**config.mk**
```make
export PLATFORM = sky130hd
export DESIGN_NAME = f_fetch_stage
export DESIGN_NICKNAME = d
export VERILOG_FILES = /design/src/rtl/f_fetch_stage.sv
export SDC_FILE = /design/constraint.sdc
export NUM_CORES = 1
export LEC_CHECK = 0
export BUFFER_PORTS_ARGS = -buffer_cell sky130_fd_sc_hd__buf_2
export CORE_MARGIN = 2
export CORE_UTILIZATION = 51
export CTS_BUF_LIST = sky130_fd_sc_hd__clkbuf_8
export CTS_CLUSTER_SIZE = 20
export DETAILED_ROUTE_END_ITERATION = 10
export HOLD_SLACK_MARGIN = 0.12
export PLACE_DENSITY_LB_ADDON = 0.3
export SYNTH_ARGS = -nofsm -noshare
export SYNTH_HDL_FRONTEND = slang
export SYNTH_SLANG_ARGS = --single-unit
```
**constraint.sdc**
```tcl
create_clock -name clk -period 4.3 [get_ports clk]
set_input_delay 0.86 -clock clk [delete_from_list [all_inputs] [get_ports clk]]
set_output_delay 0.86 -clock clk [all_outputs]
set_load 0.01 [all_outputs]
```
**src/rtl/f_fetch_stage.sv**
```systemverilog
// Fetch stage: PC register, AdEL detection on the fetch address, and the F/D
// pipeline register with stall hold and exception-entry flush.
module f_fetch_stage #(
  parameter logic [31:0] RESET_PC   = 32'h0000_3000,
  parameter logic [31:0] HANDLER_PC = 32'h0000_4180,
  parameter logic [31:0] TEXT_LO    = 32'h0000_3000,
  parameter logic [31:0] TEXT_HI    = 32'h0000_6FFC
) (
  input  logic        clk,
  input  logic        reset,
  input  logic        Req,
  input  logic        stall,
  input  logic [31:0] NPC,
  input  logic        BD_F,
  input  logic [31:0] Instr_F,
  output logic [31:0] PC_F,
  output logic [31:0] PC_D,
  output logic [31:0] Instr_D,
  output logic [4:0]  ExcCode_D,
  output logic        BD_D
);

  localparam logic [4:0] EXC_NONE = 5'd0;
  localparam logic [4:0] EXC_ADEL = 5'd4;

  typedef struct packed {
    logic [31:0] pc;
    logic [31:0] instr;
    logic [4:0]  exc_code;
    logic        bd;
  } fd_t;

  localparam fd_t FD_RESET = '{pc: RESET_PC,   instr: 32'h0, exc_code: EXC_NONE, bd: 1'b0};
  localparam fd_t FD_FLUSH = '{pc: HANDLER_PC, instr: 32'h0, exc_code: EXC_NONE, bd: 1'b0};

  logic [31:0] pc_q;
  logic [31:0] pc_next;
  logic        adel_f;
  fd_t         fd_q;
  fd_t         fd_f;
  fd_t         fd_next;

  // Unsigned compares, so a wrapped address such as 0xFFFF_FFFC lands above TEXT_HI.
  assign adel_f = (pc_q[1:0] != 2'b00) || (pc_q < TEXT_LO) || (pc_q > TEXT_HI);

  // NOTE: every signal assigned in always_comb gets a default first, so no
  // path can leave it unassigned and infer a latch.
  always_comb begin
    fd_f.pc       = pc_q;
    fd_f.instr    = adel_f ? 32'h0 : Instr_F;
    fd_f.exc_code = adel_f ? EXC_ADEL : EXC_NONE;
    fd_f.bd       = BD_F;

    pc_next = NPC;
    fd_next = fd_f;
    if (Req) begin
      pc_next = HANDLER_PC;
      fd_next = FD_FLUSH;
    end else if (stall) begin
      pc_next = pc_q;
      fd_next = fd_q;
    end
  end

  // NOTE: sequential state uses non-blocking assignments so every register
  // samples its pre-edge inputs regardless of statement order.
  always_ff @(posedge clk or posedge reset) begin
    if (reset) begin
      pc_q <= RESET_PC;
      fd_q <= FD_RESET;
    end else begin
      pc_q <= pc_next;
      fd_q <= fd_next;
    end
  end

  assign PC_F      = pc_q;
  assign PC_D      = fd_q.pc;
  assign Instr_D   = fd_q.instr;
  assign ExcCode_D = fd_q.exc_code;
  assign BD_D      = fd_q.bd;

endmodule

```
# After elaboration in Yosys (flattened, before gate mapping)
# Cells that the tools add are included.
# word_totals
register_bits	102
latchBits	0
mem_bits_rw	0
romBits	0
inputBits	69
output_inout_bits	102
word_cells	17
n_memories	0
# op_classes
addsub	0
n_mul	0
div_mod_pow	0
n_lt_le_gt_ge	2
eq_ne	1
shifts	0
muxes	6
bitwise	0
reduce_logical	3
# ops
operator	count
two-way mux 70 bit	2
two-way mux 32 bit	3
> comparator 32 x 15 -> 1 bit (second input constant)	1
< comparator 32 x 14 -> 1 bit (second input constant)	1
two-way mux 3 bit	1
logical OR 1 bit	2
inequality test 2 bit (second input constant)	1
nonzero test 2 bit	1

# Depth between registers and ports, before layout
# logic_depth
depth_word	6
ltp_mapped	5
mapped_depth_nobuf	3

# Worst setup path before layout
# No wires, ideal clock.
# synth_path
path_type	input to register
from	input stall
to	register fd_q, in the netlist PC_D[10]
setup_ps	132
arrival_ps	1700
t_required_ps	4168
slack_ps	2468
path_stages	5
n_path_buf	3
path_cell_list	buf_2 -> buf_2 -> buf_2 -> mux2i_1 -> nor2_1
# synth_between
elab_chain_len	1
# synth_rtl
item	line_no	rtl
start: declaration	12	input logic stall,
inequality test 2 bit (no source line)	-	
end signal: assignment	73	fd_q <= fd_next;
end: declaration	39	fd_t fd_q;
# Every way passes these cells.
# A chain may end at the register's enable or synchronous reset.

# Final worst setup path
# layout_path
from	input stall
to	register fd_q, in the netlist BD_D
# Same word-level chain as after synthesis.

==> flow_summary.json <==
{
  "status": "finished clean",
  "period_share_pct": 53.6,
  "start_kind": "input port",
  "path_cells": "buf_4, buf_4, mux2i_1, nor2_1",
  "totalWireLength_mm": 10.5,
  "regToRegEndpoint": "Instr_D[31]$_DFFE_PP0P_",
  "crit_path_max_fanout": 70,
  "worstSetupPathType": "in -> reg",
  "drive_above_1_share_pct": 43.3,
  "numCtsBuffers": 9,
  "cts-root-buf": "clkbuf_8",
  "final.setup_skew_ns": 0.0150,
  "synth_top_area_share_pct": 50.8,
  "rows": 34,
  "cp_slowest_stage_delay_ns": 0.73,
  "fin_hold_ws_ns": 0.507,
  "mostFrequentLayoutCell": "buf_2",
  "n_antenna_cell": 0,
  "drcViolationCount": 0,
  "worstSetupEndpointType": "flip-flop",
  "vias_per_cell": 5.36,
  "synth_xor_area_share_pct": 0,
  "seq_area_frac_synth_pct": 53.1,
  "fin_ws_ns": 1.99,
  "synth_fa_ha_area_share_pct": 0,
  "grt_pass1_wl_mm": 16.8,
  "via_count": 3416,
  "antenna_found_initial": 0,
  "synth_top_family_by_area": "simple AND/OR/NAND/NOR gates",
  "placed_area_sq_um": 5410,
  "clk_path_buf_depth": 2,
  "synth_compound_area_share_pct": 12.9,
  "cts_sinks": 98,
  "track_usage_pct": 21.1,
  "tightest_slew_ns": 1.07,
  "nets": 593,
  "htreeDepth": 3,
  "regArea_sq_um": 2460,
  "n_fill_cell": 706,
  "clock_latency_ns": 0.36,
  "ir_drop_mv": 0.169,
  "synth_area_per_cell_sq_um": 12.3,
  "grt_setup_unrepaired": "false",
  "hold_class": "reg -> reg",
  "synthDistinctLibCells": 25,
  "port_buffers": 166,
  "ys_seq_elements": 98,
  "finalWeightedCongestion": 0.770,
  "die-width_um": 99.3,
  "dieHeight_um": 99.3,
  "post_cts_buffers": 0,
  "core_area_sq_um": 8760,
  "area_growth_pct": 21.3,
  "place_inst": 621,
  "holdPathEnd": "PC_D[7]$_DFFE_PP0P_",
  "netlist_area_sq_um": 4630,
  "final_area_sq_um": 5620,
  "power_density_nw_per_um2": 335,
  "pre_cts_ws_ns": 1.63,
  "grt_start_max_net_pins": 103,
  "dr.pass1.iters": 5,
  "dieArea_sq_um": 9860,
  "grt_pass1_vias": 3406,
  "cts_hold_buf": 0,
  "fin_crit_ns": 2.31,
  "ios": 171,
  "min-delay-start": "PC_D[7]$_DFFE_PP0P_",
  "multi_input_area_sq_um": 1930,
  "final_cell_mix": "buf_2, dfrtp_1, mux2i_1, nor2_1",
  "cpMostUsedCell": "buf_4",
  "holdPathStages": 1,
  "ant_nets": 0,
  "maxCapViolations": 0,
  "synth-simple-area-share_pct": 15.7,
  "synth_top_cell_by_area": "dfrtp_1",
  "r2r-start": "PC_F[15]$_DFFE_PP0P_",
  "yosys_warnings": 0,
  "hold_viol_final": 0,
  "cts_tree": "yes",
  "first_iter_violations": 148,
  "overflow": 0,
  "slew_violations": 0,
  "cp.arrival_ns": 2.52,
  "timing.fmax_ghz": 0.434,
  "required_ns": 4.51,
  "synthMuxAreaShare_pct": 12.7,
  "post_cts_resized": 0,
  "finalSetupViolCount": 0,
  "r2r_slack_ns": 2.18,
  "r2r_cells": 3,
  "hpwlAfterDp_mm": 6.92,
  "p_leak_nw": 2.85,
  "slowest_stage": "buf_4",
  "fin_tns_setup_ns": 0,
  "stdcell_count": 637,
  "clk_pin_slew_worst_paths_ns": 0.10,
  "start_util_pct": 52.9,
  "wl_per_cell_um": 16.4,
  "slew_headroom_pct": 28.5,
  "synth_area_leaders": "dfrtp_1, mux2i_1, o32ai_2, nand3b_1, nor2_1",
  "netlist_instances": 378
}
## worst max-delay path by stage
stage / start / endpoint / slack [ns] / cells past startpoint
after floorplan: reset / BD_D$_DFFE_PP0P_ / 0.88 / 1
after global placement: stall / PC_F[6]$_DFFE_PP0P_ / 1.68 / 4
after detailed placement: stall / PC_F[6]$_DFFE_PP0P_ / 1.63 / 4
after CTS: stall / PC_F[6]$_DFFE_PP0P_ / 2.03 / 4
after global routing: stall / PC_F[4]$_DFFE_PP0P_ / 1.89 / 4
final: stall / BD_D$_DFFE_PP0P_ / 1.99 / 4
## registers in the layout (all words and copies together), names as in the netlist
| register | count |
|---|---|
| PC_D | 32 |
| ExcCode_D | 1 |
| BD_D | 1 |
| Instr_D | 32 |
| PC_F | 32 |
## metrics by stage
step           total power [mW]  util (%)
2_1_floorplan              1.19         -
3_3_place_gp               1.27      61.7
6_report                   1.88      64.1
4_1_cts                    1.90      64.1
3_5_place_dp               1.28      61.7
5_1_grt                    1.97      64.1
## cell usage after synthesis, drive strengths merged
| library cell | count |
|---|---|
| dfrtp | 94 |
| mux2i | 59 |
| nor2 | 59 |
| nand2 | 33 |
| nand3b | 32 |
| o32ai | 32 |
| buf | 29 |
| clkbuf | 10 |
| a211o | 6 |
| nor2b | 6 |
| nor4 | 5 |
| dfstp | 4 |
| inv | 2 |
| a21boi | 1 |
| a21oi | 1 |
| and3b | 1 |
| conb | 1 |
| nand3 | 1 |
| o211ai | 1 |
| o21a | 1 |
## power breakdown
group | switching [mW] | leakage, nW | internal (mW) | total, mW
combinational | 0.169 | 1.44 | 0.105 | 0.274
clock | 0.342 | 0.0999 | 0.280 | 0.622
sequential | 0.0295 | 1.30 | 0.954 | 0.983
## layer usage
metal  vias up  track usage [%]  wire [um]
met5         -                0          0
met4         0             5.90        128
met3        14             6.75        882
met2       123             32.5       4790
met1      1667             29.1       4660
li1       1612                -          -
## cell type report
| type | count | share of cell area (%) |
|---|---|---|
| Timing Repair Buffer | 171 | 15.5 |
| Sequential cell | 98 | 43.7 |
| Clock buffer | 9 | 2.20 |
| Clock inverter | 7 | 1.51 |
| Tap cell | 108 | 2.41 |
| Multi-Input combinational cell | 242 | 34.4 |
| Inverter | 2 | 0.178 |
## kinds of logic after synthesis
group	count (synthesis)
buf+inv	41
compound gates	42
other cells	1
simple gates	137
flops	98
mux	59
## worst max-delay path: cells and delay by family
kind / cells / cell delay [ns]
buffers and inverters: 2 / 1.29
muxes: 1 / 0.25
and+or+nand+nor: 1 / 0.06
Note: power is estimated with default switching activity, not from simulation.
